File: src/rtl/ps2_rx.sv
`default_nettype none
// ============================================================================
// Module      : ps2_rx
// Description : PS/2 keyboard receiver for the memory-mapped register at
//               0xF000. Synchronizes the PS/2 clock/data pins, deframes
//               11-bit device-to-host frames and queues scancodes in a FIFO.
//               The head is presented combinationally on data_out and is
//               popped by ren.
// Options     : PS2_PARITY_CHECK_EN - when defined, frames with bad (even)
//               parity are dropped; otherwise only the stop bit gates a push.
// Revision    : 1.0 - initial release
// ============================================================================
module ps2_rx #(
  parameter int FIFO_DEPTH     = 8,
  parameter int TIMEOUT_CYCLES = 20000
) (
  input  logic        clk,
  input  logic        rst_n,
  input  logic        ps2_clk,
  input  logic        ps2_data,
  input  logic        ren,
  output logic [15:0] data_out
);

  localparam int AW = $clog2(FIFO_DEPTH);
  localparam int WW = $clog2(TIMEOUT_CYCLES + 1);

  localparam logic [WW-1:0] WD_LAST  = WW'(TIMEOUT_CYCLES - 1);
  localparam logic [WW-1:0] WD_ONE   = WW'(1);
  localparam logic [AW:0]   PTR_ONE  = (AW + 1)'(1);
  localparam logic [3:0]    CNT_STOP = 4'd10;
  localparam logic [3:0]    CNT_PAR  = 4'd9;

  // --------------------------------------------------------------------------
  // Pin synchronization and falling-edge detection
  // --------------------------------------------------------------------------
  logic [1:0] clk_sync;
  logic [1:0] data_sync;
  logic       clk_prev;
  logic       fall;
  logic       bit_in;

  // Two-flop synchronizers for both pins plus one edge-detect register; idle
  // PS/2 lines are high so everything resets to 1.
  always_ff @(posedge clk or negedge rst_n) begin
    if (!rst_n) begin
      clk_sync  <= 2'b11;
      data_sync <= 2'b11;
      clk_prev  <= 1'b1;
    end else begin
      clk_sync  <= {clk_sync[0], ps2_clk};
      data_sync <= {data_sync[0], ps2_data};
      clk_prev  <= clk_sync[1];
    end
  end

  assign fall   = clk_prev & ~clk_sync[1];
  assign bit_in = data_sync[1];

  // --------------------------------------------------------------------------
  // Frame receiver FSM
  // --------------------------------------------------------------------------
  typedef enum logic [1:0] {
    IDLE  = 2'd0,
    SHIFT = 2'd1,
    CHECK = 2'd2
  } state_t;

  state_t        state;
  logic [3:0]    bit_cnt;
  logic [7:0]    shreg;
  logic [WW-1:0] wd;
  logic          push;
  logic [7:0]    push_byte;
  logic          frame_ok;

`ifdef PS2_PARITY_CHECK_EN
  logic parity_bit;
  // Stop bit must be 1 and data plus parity must carry an odd ones-count.
  assign frame_ok = bit_in & (^{parity_bit, shreg});
`else
  logic parity_unused;
  // Parity is sampled on the wire but does not influence acceptance.
  assign parity_unused = 1'b0;
  assign frame_ok      = bit_in;
`endif

  // Deframer: start bit opens a frame, data bits shift in LSB first, the
  // accept decision is registered on the stop bit so the FIFO write strobe
  // is high for exactly the CHECK cycle.
  always_ff @(posedge clk or negedge rst_n) begin
    if (!rst_n) begin
      state      <= IDLE;
      bit_cnt    <= 4'd0;
      shreg      <= 8'h00;
      wd         <= '0;
      push       <= 1'b0;
      push_byte  <= 8'h00;
`ifdef PS2_PARITY_CHECK_EN
      parity_bit <= 1'b0;
`endif
    end else begin
      push <= 1'b0;
      case (state)
        IDLE: begin
          wd <= '0;
          if (fall && !bit_in) begin
            state   <= SHIFT;
            bit_cnt <= 4'd1;
          end else begin
            bit_cnt <= 4'd0;
          end
        end

        SHIFT: begin
          if (fall) begin
            wd <= '0;
            if (bit_cnt == CNT_STOP) begin
              state     <= CHECK;
              push      <= frame_ok;
              push_byte <= shreg;
              bit_cnt   <= 4'd0;
            end else begin
              if (bit_cnt == CNT_PAR) begin
`ifdef PS2_PARITY_CHECK_EN
                parity_bit <= bit_in;
`endif
              end else begin
                shreg <= {bit_in, shreg[7:1]};
              end
              bit_cnt <= bit_cnt + 4'd1;
            end
          end else if (wd == WD_LAST) begin
            // Device went quiet mid-frame: discard what was collected.
            state   <= IDLE;
            wd      <= '0;
            bit_cnt <= 4'd0;
          end else begin
            wd <= wd + WD_ONE;
          end
        end

        CHECK: begin
          state <= IDLE;
          wd    <= '0;
        end

        default: begin
          state   <= IDLE;
          wd      <= '0;
          bit_cnt <= 4'd0;
        end
      endcase
    end
  end

  // --------------------------------------------------------------------------
  // Scancode FIFO
  // --------------------------------------------------------------------------
  logic [7:0] mem [FIFO_DEPTH];
  logic [AW:0] head;
  logic [AW:0] tail;
  logic        ovf;
  logic        empty;
  logic        full;
  logic        do_pop;
  logic        do_push;
  logic        ovf_set;

  assign empty   = (head == tail);
  assign full    = (head[AW] != tail[AW]) && (head[AW-1:0] == tail[AW-1:0]);
  // A pop at empty is ignored, so a simultaneous push simply writes.
  assign do_pop  = ren & ~empty;
  // A pop in the same cycle frees the slot a full FIFO needs.
  assign do_push = push & (~full | do_pop);
  assign ovf_set = push & full & ~do_pop;

  // Pointer and overflow-sticky update; set wins over a same-cycle clear.
  always_ff @(posedge clk or negedge rst_n) begin
    if (!rst_n) begin
      head <= '0;
      tail <= '0;
      ovf  <= 1'b0;
    end else begin
      if (do_pop) begin
        head <= head + PTR_ONE;
      end
      if (do_push) begin
        tail <= tail + PTR_ONE;
      end
      if (ovf_set) begin
        ovf <= 1'b1;
      end else if (ren) begin
        ovf <= 1'b0;
      end
    end
  end

  // Storage array; contents are don't-care until written, so no reset.
  always_ff @(posedge clk) begin
    if (do_push) begin
      mem[tail[AW-1:0]] <= push_byte;
    end
  end

  assign data_out = {~empty, ovf, 6'b000000,
                     empty ? 8'h00 : mem[head[AW-1:0]]};

endmodule
`default_nettype wire

File: config.mk
export PLATFORM = sky130hd
export DESIGN_NAME = ps2_rx
export DESIGN_NICKNAME = d
export VERILOG_FILES = /design/src/rtl/ps2_rx.sv
export SDC_FILE = /design/constraint.sdc
export NUM_CORES = 1
export LEC_CHECK = 0
export ABC_AREA = 0
export CAP_MARGIN = 20
export CORE_AREA = 2 2 122 88
export DETAILED_ROUTE_END_ITERATION = 12
export DIE_AREA = 0 0 124 90
export GPL_ROUTABILITY_DRIVEN = 0
export PLACE_DENSITY = 0.65
export SYNTH_ARGS = -nofsm -noshare
export SYNTH_HDL_FRONTEND = slang
export SYNTH_SLANG_ARGS = --single-unit
File: constraint.sdc
create_clock -name clk -period 4.8 [get_ports clk]
set_input_delay 0.72 -clock clk [delete_from_list [all_inputs] [get_ports clk]]
set_output_delay 0.72 -clock clk [all_outputs]
set_load 0.03 [all_outputs]
==> key figures <==
Global route
  • Vias in the first global route: 2463
  • First-pass GRT wire length: 13200 µm
  • Congestion Overflow GR: 0
  • Initial antenna violation count: 0
  • Total GRT Usage: 16.6%
  • Pin count of the biggest net entering global routing: 53

Synth
  • Simple-gate share of the synthesized area: 9.38%
  • Cell count after synthesis: 326
  • Post-synth top area share: 39.3%
  • Post-Synth XOR/XNOR Area: 3.74%
  • Synth Cell Area: 0.00488 mm²
  • Largest family of logic cells by synthesized area: multiplexers
  • Mux cell area share after synthesis: 13.4%
  • Post-synth cell types: 46
  • Synth Area in Adders: 0.768%
  • Syn_area_per_cell: 15.0 µm²
  • Cell taking the most area after synthesis: edfxtp_1
  • Post-synthesis compound-gate area fraction: 3.38%
  • Ys Warns: 0
  • Sequential share of the synthesized area: 66.1%
  • Number of synthesized register bits: 116
  • Area contributors post-synth: edfxtp_1, dfrtp_1, mux4_2

CTS
  • CTS root buf: clkbuf_16
  • Post-CTS Setup Bufs: 0
  • CTS tree: yes
  • Cts bufs inserted: 17
  • Clock Latency Late Sink: 0.40 ns
  • CTS Buffer Depth: 2
  • H-tree levels: 4
  • Clock-pin slew on the worst setup and hold paths: 0.06 ns
  • Hold Buf Count CTS: 0
  • Clock sink total: 116
  • Cts repair resizes: 0

Timing
  • Final slew viol count: 0
  • Final hold vios: 0
  • Fmax: 259 MHz
  • Period utilisation layout: 80.6%
  • RSZ-0062 raised after global routing: false
  • Final Critical Period: 3.87 ns
  • Post-Route Skew: 0.00712 ns
  • Final setup fails: 0
  • Setup Total Neg Slack: 0 ns
  • Rel. slew slack: 34.1%
  • Worst-margin pin slew: 0.981 ns

Route
  • 1st-iter DRT viols: 230
  • Wire per inst: 16.7 µm
  • TritonRoute pass-1 iters: 4
  • Final WL: 8210 µm
  • Antenna Violating Nets Remaining: 0
  • Avg Vias per Cell: 5.17
  • DRC errors left: 0
  • Vias: 2545

Power
  • Comb power frac: 17.3%
  • Reg power frac: 40.6%
  • Internal: 2.19 mW
  • Power per cell area: 524 mW/mm²
  • P_leak: 2.27 nW
  • Net Sw Frac: 27.2%
  • VDD IR-drop max: 325 µV
  • Clock Power Share: 42.1%
  • NetSw: 0.815 mW

Setup path
  • Critical Path Fanout Max: 20
  • Reg-to-Reg Start: head[1]
  • Max incr delay on CP: 0.89 ns
  • Top Family by Delay on Critical Path: simple AND/OR/NAND/NOR gates
  • Setup CP Type: reg2out
  • CP startpoint: head[1]
  • WP buf/inv: 1
  • RR Endpoint: mem[5][4]
  • Setup crit end kind: primary output
  • Reg2Reg Setup Slack: 2.09 ns
  • Crit-path cells: xor2_1, nor4_2, nor2_1, clkdlybuf4s50_1
  • Worst R2R Path Depth: 4
  • Critical Path End: data_out[6]
  • Worst EP arrival: 3.15 ns
  • Number of cells on the critical path: 4
  • Required @ worst endpoint: 4.08 ns
  • CP Launch Type: flop
  • CP max-delay cell: dfrtp_1

Run status
  • Outcome: finished, final reports clean

Place
  • Post-DP HPWL: 5360 µm
  • Port bufs: 14
  • Dpl cells: 460

Layout
  • Multi-input gate area: 0.00154 mm²
  • Fin cells: 492
  • Share of cells above drive strength 1: 22.8%
  • # nets final: 355
  • # diodes: 0
  • Storage cell area: 0.00323 mm²
  • Fillers: 805
  • P&R area growth vs syn: 17.2%

Floorplan
  • Die X-Extent: 124 µm
  • Row count: 31
  • Core Region: 0.0101 mm²
  • Initial core utilization: 48.4%
  • IO Count: 21
  • Die Area: 0.0112 mm²
  • Die H: 90 µm

Hold path
  • Hold WC Path Type: reg2reg

Run
  • Number of max-cap violations: 0
==> layout by cell type (no fill, tap or decap), types with 5 or more instances in the layout <==
master / count
a21oi_1: 8
and3_1: 5
clkbuf_16: 17
clkdlybuf4s50_1: 13
clkinvlp_4: 5
conb_1: 6
dfrtp_1: 47
dfstp_2: 5
edfxtp_1: 64
inv_1: 8
mux2_2: 16
mux2i_1: 9
mux4_2: 16
nand2_1: 9
nand3_1: 7
nand4_1: 8
nor2_1: 28
nor2b_1: 7
o21ai_0: 10
xor2_1: 15
==> power by group through the flow <==
stage | Combinational (mW) | Sequential, mW | Clock (mW)
after detailed placement | 0.525 | 1.24 | 0
after global placement | 0.518 | 1.24 | 0
final | 0.518 | 1.22 | 1.26
after CTS | 0.526 | 1.22 | 1.28
after global routing | 0.565 | 1.24 | 1.33
after floorplan | 0.469 | 1.15 | 0
==> logic make-up after synthesis <==
group | Yosys count
muxes | 43
xor gates and xnor gates | 20
AOI/OAI and AO/OA | 27
adders and majority gates | 3
DFF | 116
and+or+nand+nor | 88
other | 1
buffers and inverters | 28
==> routing by layer <==
| layer | GRT usage (%) | part of all wire, % | up-vias | routed length [µm] |
|---|---|---|---|---|
| li1 | - | - | 1236 | - |
| met1 | 24.8 | 49 | 1250 | 4050 |
| met2 | 22.4 | 44 | 53 | 3580 |
| met3 | 5.52 | 6.0 | 6 | 493 |
| met4 | 6.18 | 1.0 | 0 | 84 |
| met5 | 0 | 0 | - | 0 |
==> final cells by class <==
class | count | share of cell area, %
clock buffers | 17 | 7.43
clock inverters | 15 | 3.17
inverters | 8 | 0.525
multi-input cells | 187 | 26.8
flip-flops and latches | 116 | 56.4
well taps | 132 | 2.89
repair buffers | 17 | 2.75
==> through the flow <==
stage | instance area, µm² | worst slack (ns) | total power [mW] | utilization, % | hold slack, ns
after global routing | 5720 | 0.764 | 3.13 | 56.8 | 0.357
after floorplan | 4900 | 2.56 | 1.62 | - | 0.345
after global placement | 5120 | 1.42 | 1.76 | 50.7 | 0.346
after CTS | 5720 | 0.888 | 3.03 | 56.8 | 0.356
after detailed placement | 5120 | 1.31 | 1.77 | 50.7 | 0.347
final | 5720 | 0.933 | 3.00 | 56.8 | 0.356
==> sequential cells by signal (all words and copies together), names as in the netlist <==
name,count
clk_sync,2
tail,4
shreg,8
head,4
clk_prev,1
bit_cnt,4
wd,15
mem,64
push_byte,8
state,2
ovf,1
push,1
data_sync,2
==> cells in the mapped netlist (all sizes together) <==
master / count
a21oi: 8
a22oi: 1
and2: 3
and2b: 1
and3: 5
and4: 1
buf: 14
clkbuf: 6
conb: 1
dfrtp: 47
dfstp: 5
edfxtp: 64
ha: 3
inv: 8
mux2: 18
mux2i: 9
mux4: 16
nand2: 11
nand2b: 4
nand3: 7
nand4: 8
nand4bb: 1
nor2: 28
nor2b: 7
nor3: 6
nor4: 1
nor4b: 1
o211ai: 2
o21ai: 13
o221ai: 1
o22ai: 1
o31ai: 1
or3: 4
xnor2: 4
xor2: 16
==> worst min-delay path by stage <==
stage	cells past startpoint	start	slack [ns]	endpoint
floorplan	0	clk_sync[0]	0.35	clk_sync[1]
global placement	0	data_sync[0]	0.35	data_sync[1]
CTS	0	data_sync[0]	0.36	data_sync[1]
detailed placement	0	data_sync[0]	0.35	data_sync[1]
finish	0	clk_sync[0]	0.36	clk_sync[1]
global route	0	data_sync[0]	0.36	data_sync[1]
No activity file was read; power rests on OpenSTA's default activity.
